[src/rtl/address_sequencer.sv]
// Windowed address generator: advances by STEP on completion requests inside a
// programmable [base, limit] window, then wraps to base or saturates and flags full.
module address_sequencer #(
  parameter int unsigned ADDR_W    = 16,
  parameter int unsigned NUM_REQ   = 2,
  parameter int unsigned STEP      = 1,
  parameter bit          COUNT_ALL = 1'b0,
  parameter bit          WRAP      = 1'b1
) (
  input  logic              clock,
  input  logic              reset,
  input  logic              start,
  input  logic              abort,
  input  logic [ADDR_W-1:0] base,
  input  logic [ADDR_W-1:0] limit,
  input  logic [NUM_REQ-1:0] req,
  output logic [ADDR_W-1:0] address,
  output logic              busy,
  output logic              full,
  output logic              wrap_pulse,
  output logic              cfg_err
);

  localparam int unsigned CNT_W = $clog2(NUM_REQ + 1);
  localparam int unsigned SUM_W = ADDR_W + CNT_W + 1;

  typedef enum logic [1:0] {
    IDLE = 2'd0,
    RUN  = 2'd1,
    FULL = 2'd2
  } state_t;

  state_t            state, state_d;
  logic [ADDR_W-1:0] base_q, limit_q;
  logic [ADDR_W-1:0] base_d, limit_d, address_d;
  logic              busy_d, full_d, wrap_d, err_d;
  logic [CNT_W-1:0]  req_cnt, req_mult;
  logic [SUM_W-1:0]  amt, sum;

  // Number of asserted request lines
  always_comb begin
    req_cnt = '0;
    for (int i = 0; i < NUM_REQ; i++) begin
      req_cnt = req_cnt + CNT_W'(req[i]);
    end
  end

  // Full-width sum so a window ending at the top of the range never rolls to 0
  always_comb begin
    req_mult = COUNT_ALL ? req_cnt : CNT_W'(|req);
    amt      = SUM_W'(STEP) * SUM_W'(req_mult);
    sum      = SUM_W'(address) + amt;
  end

  // Next-state and registered-output logic; priority abort > start > req
  always_comb begin
    state_d   = state;
    address_d = address;
    base_d    = base_q;
    limit_d   = limit_q;
    wrap_d    = 1'b0;
    err_d     = 1'b0;

    if (abort) begin
      state_d = IDLE;
    end else if (start) begin
      if (base <= limit) begin
        base_d    = base;
        limit_d   = limit;
        address_d = base;
        state_d   = RUN;
      end else begin
        err_d   = 1'b1;
        state_d = IDLE;
      end
    end else begin
      case (state)
        RUN: begin
          if (amt != '0) begin
            if (sum <= SUM_W'(limit_q)) begin
              address_d = ADDR_W'(sum);
            end else if (WRAP) begin
              address_d = base_q;
              wrap_d    = 1'b1;
            end else begin
              address_d = limit_q;
              state_d   = FULL;
            end
          end
        end
        default: ;
      endcase
    end

    busy_d = (state_d != IDLE);
    full_d = (state_d == FULL);
  end

  always_ff @(posedge clock or negedge reset) begin
    if (!reset) begin
      state      <= IDLE;
      address    <= '0;
      base_q     <= '0;
      limit_q    <= '0;
      busy       <= 1'b0;
      full       <= 1'b0;
      wrap_pulse <= 1'b0;
      cfg_err    <= 1'b0;
    end else begin
      state      <= state_d;
      address    <= address_d;
      base_q     <= base_d;
      limit_q    <= limit_d;
      busy       <= busy_d;
      full       <= full_d;
      wrap_pulse <= wrap_d;
      cfg_err    <= err_d;
    end
  end

endmodule
[config.mk]
export PLATFORM = sky130hd
export DESIGN_NAME = address_sequencer
export DESIGN_NICKNAME = d
export VERILOG_FILES = /design/src/rtl/address_sequencer.sv
export SDC_FILE = /design/constraint.sdc
export NUM_CORES = 1
export LEC_CHECK = 0
export ABC_AREA = 1
export BUFFER_PORTS_ARGS = -buffer_cell sky130_fd_sc_hd__buf_2
export CORE_UTILIZATION = 25
export CTS_BUF_LIST = sky130_fd_sc_hd__clkbuf_8
export CTS_CLUSTER_SIZE = 25
export DETAILED_ROUTE_END_ITERATION = 8
export PLACE_DENSITY = 0.5
export SYNTH_ARGS = -nofsm -noshare
export SYNTH_HDL_FRONTEND = slang
export SYNTH_SLANG_ARGS = --single-unit
[constraint.sdc]
create_clock -name clock -period 2.9 [get_ports clock]
set_clock_uncertainty 0.1 [all_clocks]
set_input_delay 0.435 -clock clock [delete_from_list [all_inputs] [get_ports clock]]
set_output_delay 0.435 -clock clock [all_outputs]
set_load 0.05 [all_outputs]
==> impl_metrics.toml, run 1 <==
[synthesis]
synth_xor_xnor_area_share_pct = 2.07
netlist_area_um2 = 3810
syn_area_per_cell_um2 = 7.51
synth_fa_ha_area_share_pct = 11.5
synth_mux_area_share_pct = 0
synth_area_leader_cell = "dfrtp_1"
yosysSeqAreaShare_pct = 35.5
synth.distinct_cells = 38
synth-simple-area-share_pct = 31.4
synth_top_area_share_pct = 35.5
synth_compound_area_share_pct = 8.19
synth_cells = 507
synthesis.nets = 580
yosys-top-cells-area = "dfrtp_1, nand2_1, ha_1, inv_1, nand3_1"
synth_top_family_by_area = "simple AND/OR/NAND/NOR gates"
synth_warnings = 0
synth_seq_cells = 54

[setup_path]
path_delay_family = "simple AND/OR/NAND/NOR gates"
r2r-start = "address[0]$_DFFE_PN0P_"
crit_path_cell_trace = "ha_4, ha_4, nand2_2, nor2_4, nand3_4, buf_4, xnor2_2, ha_1, buf_4, a21oi_2, a21oi_1, nor2_2, nand2_8, buf_12, nand3_4, nand3_2, nand3_2, nand2_1"
cp_max_fo = 6
cp-start-kind = "flop"
slowest_stage = "dfrtp_2"
critical_path_class = "flop to flop"
cp.arrival_ns = 3.16
cp-startpoint = "address[0]$_DFFE_PN0P_"
critPathBufInv = 3
setup.worst_path.end_class = "flop"
critPathMaxStageDelay_ns = 0.41
cp.required_ns = 3.02

[clock_tree]
htreeDepth = 2
clkSlewWorstSetupHoldPaths_ns = 0.10
cts.path.max_buffers = 2
cts.root.buffer_cell = "clkbuf_8"
cts.sinks = 54
cts_buffers = 5
cts_hold_buf = 0
clock_latency_ns = 0.33
cts_tree = "yes"

[power_and_ir_drop]
total_leakage_power_uw = 0.00268
p_per_area_nw_per_um2 = 794
ir_worst_vdd_uv = 297

[timing]
setup_slack_ns = -0.140
slew_headroom_pct = 37.3
period_share_pct = 105
finalMaxSlewViolations = 0
hold_ws_ns = 0.149
worst_pin_slew_ns = 0.940
fmax_mhz = 329
fin_crit_ns = 3.04
setup-violations-final = 17
rsz0062_at_grt = "yes"
hold_violations = 0

[global_routing]
grt_max_degree = 63
grt_pass1_wl_mm = 17.8
grt.overflow.total = 0
antenna_found_initial = 0
grt_pass1_vias = 3510
track_usage_pct = 14.4

[final_layout]
instances_no_fill = 786
fin_nets = 675
fill_cells = 1540
fin_util_pct = 34.4
drive_above_1_share_pct = 33.1
area_delta_synth_final_pct = 32.7
diodes = 0

[place]
placed_cells = 770
hpwl_mm = 8.35
place_ws_ns = -0.441
gp_congestion = 0.817
port_buffers = 57

[floorplanning]
die-area_um2 = 15700
core-area_um2 = 14700
die_w_um = 125
fp-row-count = 44
start_util_pct = 25.9
die_h_um = 125
io_pins = 58

[drt]
initialDrtViolationCount = 129
vias = 3445
first_pass_iters = 6
final_antenna_net_count = 0
avgViaCountPerCell = 4.38
wl_per_cell_um = 14.1
remaining_drc_errors = 3
wl_mm = 11.1

[hold_path]
holdCritPathClass = "input pin to async pin"

[status]
status = "finished with violations"
violations = "design-rule violations, negative setup slack"

[job]
drv_cap = 0
## repair_timing
| item | in CTS | in global routing |
|---|---|---|
| endpoints found under the setup margin | 17 | 17 |
| pin swaps | 16 | 52 |
| buffers inserted | 4 | 2 |
| gates cloned | 2 | 1 |
| resized for setup | 16 | 38 |
## per-stage QoR
stage / power (uW) / setup TNS, ns / area, um^2
6_report: 4010 / -1.65 / 5050
5_1_grt: 4290 / -4.77 / 5050
4_1_cts: 3840 / -1.12 / 4810
3_5_place_dp: 3190 / -6.05 / 4580
3_3_place_gp: 3160 / -6.25 / 4580
2_1_floorplan: 2520 / -2.15 / 3860
## state kept, by name (all words and copies together), names as in the netlist
name / flops
address: 16
base_q: 16
limit_q: 16
state: 2
busy: 1
cfg_err: 1
full: 1
wrap_pulse: 1
## metal layers
metal	vias to the layer above	share of wire [%]	track usage, %
li1	1789	-	-
met1	1598	50	19.6
met2	47	47	23.5
met3	11	2.2	1.80
met4	0	1.5	4.73
met5	-	0	0
## cells by family (layout without fill, tap and decap cells)
| family | Yosys count | after routing |
|---|---|---|
| DFF | 54 | 54 |
| adders and majority gates | 35 | 35 |
| xor gates and xnor gates | 9 | 9 |
| AOI/OAI and AO/OA | 57 | 57 |
| and+or+nand+nor | 253 | 254 |
| buffers and inverters | 99 | 193 |
## layout make-up
cell class / count / area [um^2] / share of cell area, %
Inverter: 83 / 312 / 6.17
Timing Repair Buffer: 103 / 717 / 14.2
Tap cell: 184 / 230 / 4.56
Sequential cell: 54 / 1350 / 26.8
Clock inverter: 2 / 10.0 / 0.198
Multi-Input combinational cell: 355 / 2360 / 46.7
Clock buffer: 5 / 68.8 / 1.36
## cells in the final DEF (no fill, tap or decap), types with 4 or more instances in the layout
cell / instances
a21oi_1: 18
a21oi_2: 6
buf_2: 57
buf_4: 39
clkbuf_8: 5
dfrtp_1: 52
ha_1: 31
ha_4: 4
inv_1: 81
nand2_1: 131
nand2_2: 15
nand3_1: 13
nand3_2: 37
nand3_4: 5
nand4_1: 4
nor2_1: 24
nor2_2: 6
nor2_4: 5
o21ai_0: 26
xor2_1: 7
## power by group
part / leakage (uW) / internal, uW / total [uW] / switching (uW)
Clock: 0.0000438 / 164 / 435 / 272
Combinational: 0.00197 / 969 / 2470 / 1500
Sequential: 0.000664 / 938 / 1100 / 164
Total: 0.00268 / 2070 / 4010 / 1940
## path summary, 6_finish.rpt
path	cells after the start	slack (ns)	end
max in group asynchronous	2	1.87	base_q[11]$_DFFE_PN0P_
worst min register to register	2	0.39	limit_q[0]$_DFFE_PN0P_
min in group clock	2	0.25	cfg_err$_DFF_PN0_
worst max register to register	18	-0.14	address[1]$_DFFE_PN0P_
worst min-delay path	1	0.15	busy$_DFF_PN0_
worst max-delay path	18	-0.14	address[1]$_DFFE_PN0P_
## cell usage after synthesis
library cell	number
clkbuf_1	6
o31ai_1	1
clkinv_1	1
clkbuf_8	1
nand3_2	6
nand2_1	133
nand2_4	2
nor2_4	3
nor2_1	27
xnor2_1	1
buf_4	2
nor3_1	3
inv_2	1
dfrtp_1	54
or2_1	1
buf_12	1
nor2_2	5
o21ai_0	26
buf_2	3
nand4_1	4
or3b_1	1
a21o_1	2
nand2_2	14
and3_1	2
xor2_1	8
a21oi_2	4
ha_1	35
nand3b_1	1
nand3_1	48
buf_6	3
a21boi_1	1
a31oi_1	1
nand2_8	1
nand3_4	1
inv_1	81
o21ai_1	2
a21oi_1	20
or2_0	1
(Power assumes the default switching activity.)
==> run 2, diff against run 1 <==
--- a/config.mk
+++ b/config.mk
@@ -11,7 +11,7 @@
 export CTS_BUF_LIST = sky130_fd_sc_hd__clkbuf_8
 export CTS_CLUSTER_SIZE = 25
 export DETAILED_ROUTE_END_ITERATION = 8
-export PLACE_DENSITY = 0.5
+export PLACE_DENSITY = 0.49
 export SYNTH_ARGS = -nofsm -noshare
 export SYNTH_HDL_FRONTEND = slang
 export SYNTH_SLANG_ARGS = --single-unit
==> constraint.sdc (replaced) <==
create_clock -name clock -period 3.3 [get_ports clock]
set_clock_uncertainty 0.1 [all_clocks]
set_input_delay 0.495 -clock clock [delete_from_list [all_inputs] [get_ports clock]]
set_output_delay 0.495 -clock clock [all_outputs]
set_load 0.05 [all_outputs]
==> impl_metrics.toml, run 2 (synthesis gave the netlist of run 1 again) <==
[final_layout]
instances_no_fill = 764
drive_above_1_share_pct = 24.7
area_delta_synth_final_pct = 21.7
largestRegisters = "address (16), base_q (16), limit_q (16)"
fill_cells = 1617
stdcell_area_um2 = 4630
fin_nets = 652
fin_util_pct = 31.5
diodes = 0
layout_commonest_cell = "nand2_1"
layout_common_cells = "nand2_1, inv_1, buf_2"

[place]
gp_congestion = 0.809
placed_cells = 753
place_ws_ns = -0.325
port_buffers = 57
place_area_um2 = 4370
hpwl_mm = 8.49

[setup_path]
cp.required_ns = 3.43
r2r-start = "address[0]$_DFFE_PN0P_"
critPathBufInv = 1
critical_path_class = "flop to flop"
cp-startpoint = "address[0]$_DFFE_PN0P_"
path_delay_family = "simple AND/OR/NAND/NOR gates"
cp-start-kind = "flop"
setup.worst_path.end_class = "flop"
critPathMaxStageDelay_ns = 0.43
crit_path_cell_trace = "ha_4, ha_2, nand2_2, nor2_4, nand4_1, xor2_2, inv_2, ha_4, nand4_1, or2_1, nor2_4, nand2_4, nand2_8, nand2_8, nand2_1, nand3_1, nand3_2, nand2_1"
slowest_stage = "dfrtp_2"
cp_max_fo = 9
cp.arrival_ns = 3.29

[clock_tree]
cts_tree = "yes"
cts.path.max_buffers = 2
cts.root.buffer_cell = "clkbuf_8"
htreeDepth = 2
clock_latency_ns = 0.33
clkSlewWorstSetupHoldPaths_ns = 0.11
cts_buffers = 5
cts.sinks = 54

[floorplanning]
start_util_pct = 25.9
fp-row-count = 44
die_h_um = 125
die_w_um = 125
io_pins = 58
die-area_um2 = 15700
core-area_um2 = 14700

[timing]
fin_crit_ns = 3.16
worst_pin_slew_ns = 0.944
setup_slack_ns = 0.141
fmax_mhz = 317
fin_tns_setup_ns = 0
setup-violations-final = 0
finalMaxSlewViolations = 0
period_share_pct = 95.7
hold_violations = 0
slew_headroom_pct = 37.1

[drt]
avgViaCountPerCell = 4.42
wl_per_cell_um = 14.0
remaining_drc_errors = 5
initialDrtViolationCount = 220
vias = 3377
first_pass_iters = 6
final_antenna_net_count = 0
wl_mm = 10.7

[power_and_ir_drop]
p_per_area_nw_per_um2 = 707
total_leakage_power_uw = 0.00251
ir_worst_vdd_uv = 223

[global_routing]
grt_max_degree = 40
antenna_found_initial = 0
grt.overflow.total = 0
track_usage_pct = 14.1
grt_pass1_wl_mm = 17.5
grt_pass1_vias = 3363

[job]
drv_cap = 0

[hold_path]
holdCritPathClass = "input pin to async pin"

[status]
violations = "design-rule violations"
status = "finished with violations"
==> run 2: layout make-up <==
| cell class | instances | area (um^2) | area share, % |
|---|---|---|---|
| clock inverter | 3 | 40.0 | 0.865 |
| multi-input combinational | 355 | 2130 | 46.1 |
| sequential | 54 | 1360 | 29.3 |
| tap | 184 | 230 | 4.97 |
| inverter | 83 | 312 | 6.73 |
| timing repair buffer | 80 | 492 | 10.6 |
| clock buffer | 5 | 68.8 | 1.49 |
==> run 2: stage by stage <==
stage                     hold WS (ns)  total power (uW)
final                            0.204              3280
after global routing             0.286              3540
after CTS                        0.251              3140
after detailed placement         0.374              2660
after global placement           0.371              2630
after floorplan                 0.0994              2170
==> run 2: repair_timing <==
item	CTS	global route
hold buffers	0	0
buffers inserted	0	1
hold endpoints to repair	0	0
resized for setup	0	23
setup endpoints to repair	0	17
==> run 2: path summary, 6_finish.rpt <==
| check | end | slack (ns) | cells after the start |
|---|---|---|---|
| worst max register to register | address[1]$_DFFE_PN0P_ | 0.14 | 18 |
| worst min register to register | limit_q[7]$_DFFE_PN0P_ | 0.39 | 2 |
| min in group clock | limit_q[14]$_DFFE_PN0P_ | 0.33 | 3 |
| max in group asynchronous | base_q[0]$_DFFE_PN0P_ | 2.10 | 2 |
| worst min-delay path | busy$_DFF_PN0_ | 0.20 | 1 |
| worst max-delay path | address[1]$_DFFE_PN0P_ | 0.14 | 18 |
==> run 2: where the power goes <==
| part | total (uW) | internal [uW] | switching, uW |
|---|---|---|---|
| registers | 988 | 825 | 163 |
| clock network | 471 | 224 | 247 |
| logic | 1820 | 667 | 1150 |
| total | 3280 | 1720 | 1560 |
==> run 2: routing by layer <==
| layer | up-vias | routed length [um] | global-route usage [%] |
|---|---|---|---|
| met3 | 6 | 573 | 1.97 |
| met1 | 1559 | 5450 | 20.9 |
| met4 | 0 | 112 | 3.59 |
| met2 | 74 | 4580 | 21.4 |
| met5 | - | 0 | 0 |
| li1 | 1738 | - | - |
==> run 3, diff against run 2 <==
--- a/config.mk
+++ b/config.mk
@@ -12,6 +12,7 @@
 export CTS_CLUSTER_SIZE = 25
 export DETAILED_ROUTE_END_ITERATION = 8
 export PLACE_DENSITY = 0.49
+export RECOVER_POWER = 25
 export SYNTH_ARGS = -nofsm -noshare
 export SYNTH_HDL_FRONTEND = slang
 export SYNTH_SLANG_ARGS = --single-unit
==> impl_metrics.toml, run 3 (synthesis gave the netlist of run 1 again) <==
[status]
status = "finished with violations"
violations = "design-rule violations, max-capacitance violations, max-slew violations"

[power_and_ir_drop]
total_leakage_power_uw = 0.00251
p_per_area_nw_per_um2 = 708
ir_worst_vdd_uv = 223
power_uw = 3280

[global_routing]
grt.overflow.total = 0
grt_max_degree = 40
track_usage_pct = 14.1
grt_pass1_vias = 3363
antenna_found_initial = 0
grt_pass1_wl_mm = 17.5

[final_layout]
layout_commonest_cell = "nand2_1"
largestRegisters = "address (16), base_q (16), limit_q (16)"
layout_common_cells = "nand2_1, inv_1, buf_2"
area_delta_synth_final_pct = 21.6
instances_no_fill = 764
diodes = 0
drive_above_1_share_pct = 24.3
fill_cells = 1619
fin_nets = 652
stdcell_area_um2 = 4630

[timing]
hold_violations = 0
fin_crit_ns = 3.16
finalMaxSlewViolations = 40
period_share_pct = 95.7
setup-violations-final = 0
slew_headroom_pct = -51.0
fmax_mhz = 317
hold_ws_ns = 0.327
setup_slack_ns = 0.141
worst_pin_slew_ns = 2.27

[place]
port_buffers = 57
placed_cells = 753
gp_congestion = 0.809
place_area_um2 = 4370
hpwl_mm = 8.49
place_ws_ns = -0.325

[hold_path]
holdCritPathClass = "input pin to flop"
hold_start = "limit[14]"

[job]
drv_cap = 1

[setup_path]
slowest_stage = "dfrtp_2"
crit_path_cell_trace = "ha_4, ha_2, nand2_2, nor2_4, nand4_1, xor2_2, inv_2, ha_4, nand4_1, or2_1, nor2_4, nand2_4, nand2_8, nand2_8, nand2_1, nand3_1, nand3_2, nand2_1"
setup.worst_path.end_class = "flop"
r2r_slack_ns = 0.14
r2r_end = "address[1]$_DFFE_PN0P_"
setup.worst_path.end = "address[1]$_DFFE_PN0P_"
critPathMaxStageDelay_ns = 0.43
cp.depth = 18
cp-start-kind = "flop"
r2r-start = "address[0]$_DFFE_PN0P_"
r2r_cells = 18
cp.required_ns = 3.43
cp.arrival_ns = 3.29
cp_max_fo = 9
path_delay_family = "simple AND/OR/NAND/NOR gates"
critPathBufInv = 1
critical_path_class = "flop to flop"
cp-startpoint = "address[0]$_DFFE_PN0P_"

[clock_tree]
cts_hold_buf = 0
htreeDepth = 2
cts.sinks = 54
cts_tree = "yes"
cts_buffers = 5
clock_latency_ns = 0.33
clkSlewWorstSetupHoldPaths_ns = 0.11
cts.path.max_buffers = 2
cts.root.buffer_cell = "clkbuf_8"

[floorplanning]
die_w_um = 125
die-area_um2 = 15700
core-area_um2 = 14700
die_h_um = 125
fp-row-count = 44
start_util_pct = 25.9
io_pins = 58

[drt]
avgViaCountPerCell = 4.42
wl_per_cell_um = 14.0
final_antenna_net_count = 0
remaining_drc_errors = 5
vias = 3377
wl_mm = 10.7
first_pass_iters = 6
initialDrtViolationCount = 220
-- run 3: worst min path at each step --
| stage | end | slack, ns | cells after the start |
|---|---|---|---|
| 3_3_place_gp | limit_q[10]$_DFFE_PN0P_ | 0.37 | 2 |
| 2_1_floorplan | address[0]$_DFFE_PN0P_ | 0.1 | 0 |
| 5_1_grt | limit_q[14]$_DFFE_PN0P_ | 0.32 | 3 |
| 4_1_cts | busy$_DFF_PN0_ | 0.25 | 1 |
| 6_report | limit_q[14]$_DFFE_PN0P_ | 0.33 | 3 |
| 3_5_place_dp | limit_q[2]$_DFFE_PN0P_ | 0.37 | 2 |
-- run 3: timing repair --
action	in CTS	in global routing
resized for setup	0	23
buffers inserted	0	1
setup endpoints to repair	0	17
-- run 3: worst register-to-register path: stages (launching register included) --
cell	delay, ns
dfrtp_2	0.43
ha_4	0.14
ha_2	0.17
nand2_2	0.07
nor2_4	0.19
nand4_1	0.16
xor2_2	0.27
inv_2	0.08
ha_4	0.27
nand4_1	0.09
or2_1	0.28
nor2_4	0.16
nand2_4	0.09
nand2_8	0.13
nand2_8	0.09
nand2_1	0.09
nand3_1	0.09
nand3_2	0.10
nand2_1	0.06
-- run 3: cell type report --
cell class	count	area [um^2]	area share, %
inverters	83	312	6.73
repair buffers	80	489	10.6
well taps	184	230	4.97
clock inverters	3	40.0	0.865
flip-flops and latches	54	1360	29.3
clock buffers	5	68.8	1.49
multi-input cells	355	2130	46.1
-- run 3: per-layer routing --
| layer | wire, um | vias to the layer above | global-route usage (%) | share of wire [%] |
|---|---|---|---|---|
| li1 | - | 1738 | - | - |
| met1 | 5450 | 1559 | 20.9 | 51 |
| met2 | 4580 | 74 | 21.4 | 43 |
| met3 | 573 | 6 | 1.97 | 5.3 |
| met4 | 112 | 0 | 3.59 | 1.0 |
| met5 | 0 | - | 0 | 0 |
-- run 3: through the flow --
| stage | TNS, ns | utilization (%) |
|---|---|---|
| floorplan | 0 | - |
| global placement | -3.63 | 29.7 |
| detailed placement | -4.62 | 29.7 |
| CTS | 0 | 30.5 |
| global route | -0.190 | 31.5 |
| finish | 0 | 31.5 |
-- run 3: power by group --
group          internal [uW]  switching [uW]  leakage [uW]
Combinational            667            1150       0.00179
Sequential               825             163      0.000663
Clock                    224             247     0.0000579
Total                   1720            1560       0.00251
